### src/rtl/tread_ctrl_mapper.sv
// Per-player direction -> tank tread mapper: per-bit debounce, opposing-pair (SOCD)
// resolution, joystick LUT or direct twin-lever mapping, registered output with change pulse.
module tread_ctrl_mapper #(
  parameter int NUM_PLAYERS    = 2,
  parameter int DB_W           = 8,
  parameter int DB_CYCLES      = 120,
  parameter int SOCD_LAST_WINS = 1,
  parameter int OUT_ACTIVE_LOW = 1
) (
  input  logic                     clk_sys,
  input  logic                     Reset_n,
  input  logic                     ce,
  input  logic                     mode_i,
  input  logic [4*NUM_PLAYERS-1:0] dir_i,
  input  logic [2*NUM_PLAYERS-1:0] aux_i,
  output logic [4*NUM_PLAYERS-1:0] tread_o,
  output logic [NUM_PLAYERS-1:0]   change_o
);

  localparam int              NB        = 6 * NUM_PLAYERS;
  localparam logic [DB_W-1:0] DB_LAST   = DB_W'(DB_CYCLES - 1);
  localparam logic            LAST_WINS = (SOCD_LAST_WINS != 0);

  // Resolved {U,D,L,R} -> {l_fw,l_bk,r_fw,r_bk}; U/D and L/R are never both set here.
  function automatic logic [3:0] lut_map(input logic [3:0] udlr);
    logic [3:0] t;
    case (udlr)
      4'b1000: t = 4'b1010;
      4'b1010: t = 4'b0010;
      4'b1001: t = 4'b1000;
      4'b0001: t = 4'b1001;
      4'b0101: t = 4'b0100;
      4'b0100: t = 4'b0101;
      4'b0110: t = 4'b0001;
      4'b0010: t = 4'b0110;
      default: t = 4'b0000;
    endcase
    return t;
  endfunction

  // Player p occupies bits [6p+5:6p] = {up,down,left,right,right_fw,right_bk};
  // opposing pairs are always bits (2j+1, 2j).
  logic [NB-1:0]            raw;
  logic [NB-1:0]            stable_q, stable_d;
  logic [NB-1:0]            last_q, last_d;
  logic [NB-1:0]            rise;
  logic [NB-1:0]            res;
  logic [DB_W-1:0]          cnt_q [NB];
  logic [DB_W-1:0]          cnt_d [NB];
  logic [4*NUM_PLAYERS-1:0] tread_q, tread_d;
  logic [NUM_PLAYERS-1:0]   change_q, change_d;

  always_comb begin
    raw = '0;
    for (int p = 0; p < NUM_PLAYERS; p++) begin
      raw[6*p +: 6] = {dir_i[4*p +: 4], aux_i[2*p +: 2]};
    end
  end

  always_comb begin
    stable_d = stable_q;
    for (int i = 0; i < NB; i++) begin
      cnt_d[i] = cnt_q[i];
      if (ce) begin
        if (raw[i] != stable_q[i]) begin
          if (cnt_q[i] == DB_LAST) begin
            stable_d[i] = raw[i];
            cnt_d[i]    = '0;
          end else begin
            cnt_d[i] = cnt_q[i] + 1'b1;
          end
        end else begin
          cnt_d[i] = '0;
        end
      end
    end
  end

  assign rise = stable_d & ~stable_q;

  // Both last flags clear after a simultaneous rise, which resolves a held pair to neutral.
  always_comb begin
    last_d = last_q;
    res    = '0;
    for (int j = 0; j < NB/2; j++) begin
      if (rise[2*j+1] | rise[2*j]) begin
        last_d[2*j+1] = rise[2*j+1] & ~rise[2*j];
        last_d[2*j]   = rise[2*j]   & ~rise[2*j+1];
      end
      res[2*j+1] = stable_q[2*j+1] &
                   (~stable_q[2*j]   | (LAST_WINS & last_q[2*j+1] & ~last_q[2*j]));
      res[2*j]   = stable_q[2*j] &
                   (~stable_q[2*j+1] | (LAST_WINS & last_q[2*j]   & ~last_q[2*j+1]));
    end
  end

  always_comb begin
    tread_d  = '0;
    change_d = '0;
    for (int p = 0; p < NUM_PLAYERS; p++) begin
      if (mode_i) begin
        tread_d[4*p +: 4] = {res[6*p+5], res[6*p+4], res[6*p+1], res[6*p]};
      end else begin
        tread_d[4*p +: 4] = lut_map(res[6*p+2 +: 4]);
      end
      change_d[p] = |(tread_d[4*p +: 4] ^ tread_q[4*p +: 4]);
    end
  end

  always_ff @(posedge clk_sys or negedge Reset_n) begin
    if (!Reset_n) begin
      stable_q <= '0;
      last_q   <= '0;
      tread_q  <= '0;
      change_q <= '0;
      for (int i = 0; i < NB; i++) cnt_q[i] <= '0;
    end else begin
      stable_q <= stable_d;
      last_q   <= last_d;
      tread_q  <= tread_d;
      change_q <= change_d;
      for (int i = 0; i < NB; i++) cnt_q[i] <= cnt_d[i];
    end
  end

  // Register holds active-high levels; polarity is applied only at the pins.
  assign tread_o  = (OUT_ACTIVE_LOW != 0) ? ~tread_q : tread_q;
  assign change_o = change_q;

endmodule

### config.mk
export PLATFORM = sky130hd
export DESIGN_NAME = tread_ctrl_mapper
export DESIGN_NICKNAME = d
export VERILOG_FILES = /design/src/rtl/tread_ctrl_mapper.sv
export SDC_FILE = /design/constraint.sdc
export NUM_CORES = 1
export LEC_CHECK = 0
export ABC_AREA = 1
export CAP_MARGIN = 20
export CELL_PAD_IN_SITES_DETAIL_PLACEMENT = 0
export CELL_PAD_IN_SITES_GLOBAL_PLACEMENT = 1
export CORE_MARGIN = 3
export CORE_UTILIZATION = 30
export DETAILED_ROUTE_END_ITERATION = 8
export PLACE_DENSITY = 0.63
export SLEW_MARGIN = 15
export SYNTH_ARGS = -nofsm -noshare
export SYNTH_HDL_FRONTEND = slang
export SYNTH_SLANG_ARGS = --single-unit
### constraint.sdc
create_clock -name clk_sys -period 2 [get_ports clk_sys]
set_input_delay 0.6 -clock clk_sys [delete_from_list [all_inputs] [get_ports clk_sys]]
set_output_delay 0.6 -clock clk_sys [all_outputs]
set_load 0.01 [all_outputs]
After elaboration in Yosys (flattened, before gate mapping)
Memory sizes are Yosys's and may differ from the RTL's.
Index checks and enable logic that the tools add are counted.
{"block": "totals", "mem_bits_rw": 0, "memories": 2, "reg_bits": 130, "mem_bits_ro": 128, "latch_bits": 0}
{"block": "classes", "add_sub_neg": 12, "shifts": 0, "n_mux": 62, "eq_ne": 24, "bitwise": 95, "mul": 0, "n_reduce_logical": 2, "n_lt_le_gt_ge": 0, "n_div": 0}
{"memory": "(no name shown)", "words": 16, "word_bits": 4, "read_ports": 1, "rd_ports_with_merged_regs": 0, "wr": 0, "line": "27", "text": "case (udlr)"}
{"memory": "(no name shown)", "words": 16, "word_bits": 4, "read_ports": 1, "rd_ports_with_merged_regs": 0, "wr": 0, "line": "27"}
{"op": "two-way mux 8 bit", "n": 24}
{"op": "adder 8 x 1 -> 8 bit (second input constant)", "n": 12}
{"op": "== test 8 x 7 -> 1 bit (second input constant)", "n": 12}
{"op": "AND 1 bit", "n": 36}
{"op": "two-way mux 1 bit", "n": 36}
{"op": "inverter 1 bit", "n": 36}
{"op": "bitwise OR 1 bit", "n": 18}
{"op": "AND 12 bit", "n": 1}
{"op": "!= test 1 bit", "n": 12}
{"op": "inverter 12 bit", "n": 1}
{"op": "two-way mux 4 bit", "n": 2}
{"op": "inverter 8 bit", "n": 1}
{"op": "OR reduction 4 bit", "n": 2}
{"op": "bitwise XOR 4 bit", "n": 2}

Longest topological paths before layout
An unclocked memory read counts as a cell.
{"block": "logic_depth", "ltp_word": 8, "ltp_mapped": 12, "ltp_nobuf": 12}

Least setup slack after synthesis
No wires, ideal clock.
{"block": "synth_timing", "path_kind": "input port to flip-flop", "start": "in ce", "end": "reg cnt_q[53] in the netlist's numbering", "slack_ps": 454, "t_arrival_ps": 1423, "n_path_buf": 2, "setup_time_ps": 123, "t_required_ps": 1877, "path_stages": 7, "path_cell_list": "buf_6 -> inv_2 -> buf_8 -> nor4_4 -> inv_1 -> nand2_2 -> nor3b_1"}
{"item": "from (decl)", "line": "12", "text": "input logic ce,"}
{"item": "to (decl)", "line": "48", "text": "logic [DB_W-1:0] cnt_q [NB];"}

Worst setup path in the final report
{"block": "layout_timing", "start": "reg change_q[0] (netlist: change_o[0])", "end": "out change_o[0]"}
{"item": "from (decl)", "line": "51", "text": "logic [NUM_PLAYERS-1:0] change_q, change_d;"}
{"item": "from (signal assigned)", "line": "121", "text": "change_q <= change_d;"}
{"item": "to (decl)", "line": "17", "text": "output logic [NUM_PLAYERS-1:0] change_o"}
No word-level cell between the ends.

==> results.md <==
* Ys Warns at 0
* Int Power at between 5 and 6 mW
* Worst skew pair latency at about 0.42 ns
* GPL Wtd Cong at around 0.76
* H-tree levels at 4
* Worst reg2reg startpoint: cnt_q[33]$_DFFE_PN0P_
* X dimension of the die at 157 um
* Overall power at approximately 7 mW
* Crit share post-route at 0.936
* End of the worst register-to-register path: cnt_q[37]$_DFFE_PN0P_
* Setup crit end: change_o[0]
* Clock Sinks at 130
* Number of violations of the max-capacitance limit at 0
* Die height at 157 um
* CP Data Arrival Time at between 1 and 1.5 ns
* Data required, critical path at ~1.4 ns
* DRT iter0 DRCs at 206
* Setup repair after global routing missed its margin: no
* Residual DRC at 0
* Area of the die at roughly 25000 sq um
* Vias in the first global route at 5188
* Final core utilization at 0.373
* Maximum buffer depth of the clock tree at 2
* Std-Cell Core Area at approximately 22000 sq um
* Core Rows at 54
* Synthesized area at between 6000 and 7000 sq um
* Worst hold slack at 0.0782 ns
* Number of antenna violations at the first check in global routing at 0
* Area share of the largest cell type after synthesis at 0.475
* Total clock buffers created by CTS at 17
* Part of the Yosys area used for sequential elements at 0.475
* Depth of the worst register-to-register path at 8
* Main area contributors after synthesis: sky130_fd_sc_hd__dfrtp_1, sky130_fd_sc_hd__nand2_1, sky130_fd_sc_hd__inv_1
* Fill cells at about 2.3k
* Net count after synthesis at ~860
* Diode count at 0
* Number of resized instances in the post-cts repair step at 8
* Number of vias per cell at 4.47
* Initial DRT Pass Iterations at 4
* Max Freq at ~530 MHz
* Sequential cell fraction of total power at 0.429
* Slew at the pin with the worst max-slew slack at between 0.4 and 0.5 ns
* Sw Share at 0.277
* CTS tree: done
* WS Path Type: flop to primary output
* Worst-path clk slew at approximately 0.060 ns
* Run status: finished, final reports clean
* Routed Antenna Nets at 0
* Leakage dissipation at between 3 and 4 nW
* Classification of the worst-slack hold path: input pin to asynchronous set/reset pin
* Most frequent cells in the layout: sky130_fd_sc_hd__nand2_1, sky130_fd_sc_hd__dfrtp_1, sky130_fd_sc_hd__inv_1
* Maximum vdd ir drop at about 0.41 mV
* Normalized max-slew margin at 0.731
* Number of buffers and inverters on the critical path at 1
* Number of instances in the synthesized netlist at around 830
* Buffers on Ports at 25
* Net Switching at slightly below 2 mW
* Post-CTS setup repair buffer count at 0
* Cell depth of the worst setup path at 1
* Library cell used as clock root buffer: sky130_fd_sc_hd__clkbuf_16
* Timing startpoint of the critical path: change_o[0]$_DFF_PN0_
* Post-cts hold buffer count at 0
* Routed wirelength normalized by instance count at 11.7 um
* Pwr Density at 850 nW/um^2
* Overflow after GRT at 0
* Count of distinct cell types in the synthesized netlist at 38
* First-pass GRT wire length at 24600 um
* Detailed-placement wirelength estimate at a little over 10000 um
* Area overhead of the layout relative to synthesis at 20.6%
* Mean Syn Cell Area at just over 8 sq um
* Cell type with the highest aggregate area in the netlist: sky130_fd_sc_hd__dfrtp_1
* Share of layout cells above drive strength 1 at 0.0991
* Total Routed Length at approximately 14000 um
* Clock share of power at 0.451
* CP max stage cell: sky130_fd_sc_hd__clkdlybuf4s50_1
* Largest fanout on the critical path at 1
* Cell chain of the critical path: clkdlybuf4s50_1
* Critical Path Source Type: flop
* Vias post-DR at roughly 5.3k
* Number of endpoints with negative hold slack in the final report at 0
* Commonest non-fill, non-tap cell in the layout: sky130_fd_sc_hd__nand2_1
* Effective utilization at floorplan at 0.309
* Pin count of the biggest net entering global routing at 44
* Count of pins on the block boundary at 26
* Flops & latches, synth at 130
* Clock period minus worst slack at about 1.9 ns
* Crit end category: primary output
* Delay of the slowest critical-path stage at between 0.5 and 0.6 ns
* GRT Resource Usage Total at 0.122
* Cell family with most CP delay: buffers and inverters
* Number of endpoints failing setup at the final stage at 0
* Final Max Slew Viols at 0
* Post-route clock skew at roughly 0.0078 ns
* Combinational share of power at 0.120
* Net total in the final layout at 923
* Worst-case register-to-register setup slack at 0.42 ns
-- cell type report --
cell class	instances	area [sq um]	area share
sequential	130	3250	0.394
clock buffer	17	425	0.0515
multi-input combinational	575	3080	0.372
inverter	112	420	0.0509
clock inverter	15	173	0.0209
tap	280	350	0.0424
timing repair buffer	59	567	0.0686
-- kinds of logic after synthesis --
family | count (synthesis) | synth area share
and+or+nand+nor | 413 | 0.276
DFF | 130 | 0.475
buffers and inverters | 128 | 0.0761
AOI/OAI and AO/OA | 102 | 0.0884
xor gates and xnor gates | 42 | 0.0537
adders and majority gates | 12 | 0.0219
muxes | 6 | 0.00876
-- state kept, by name (all words and copies together) (netlist names) --
signal and cells:
change_o 2, cnt_q 96, last_q 12, stable_q 12, tread_q 8
-- metrics by stage --
stage,TNS [ns],cells,setup slack [ns],area [sq um]
after global routing,0,1188,0.0670,8270
final,0,1188,0.128,8270
after floorplan,0,833,0.454,6850
after global placement,-0.145,1156,-0.0969,7680
after detailed placement,-0.208,1156,-0.131,7680
after CTS,0,1188,0.102,8270
-- how the worst min path moves through the flow --
stage	end	slack, ns	depth (start not counted)
floorplan	change_o[0]$_DFF_PN0_	0.30	0
global placement	cnt_q[21]$_DFFE_PN0P_	0.49	1
detailed placement	cnt_q[21]$_DFFE_PN0P_	0.48	1
CTS	cnt_q[45]$_DFFE_PN0P_	0.08	1
global route	cnt_q[45]$_DFFE_PN0P_	0.09	1
finish	cnt_q[45]$_DFFE_PN0P_	0.08	1
-- power groups by stage --
stage                     sequential (mW)  combinational (mW)  clock, mW
final                                3.02               0.841       3.17
after global routing                 3.05               0.984       3.39
after CTS                            3.02               0.863       3.28
after detailed placement             3.06               0.873          0
after global placement               3.06               0.870          0
after floorplan                      3.03               0.544          0
-- synthesized netlist by cell type, drive strengths merged --
library cell    n
a211oi          7
a21boi         12
a21oi          38
a22o            1
a22oi           2
a31oi           1
a41oi           1
and3            2
buf            16
dfrtp         130
ha             12
inv           112
mux2i           6
nand2         196
nand3          55
nand4          16
nor2          102
nor3           27
nor3b           9
nor4            6
o21a            7
o21ai          26
o21bai          1
o22ai           5
o31a            1
xnor2          19
xor2           23
-- per-layer routing --
layer	wire (um)	vias to the layer above	track usage
met5	0	-	0
met4	130	0	0.0364
met3	397	9	0.0324
met2	6080	44	0.184
met1	7310	2425	0.172
li1	-	2829	-
Note: power is estimated with default switching activity, not from simulation.
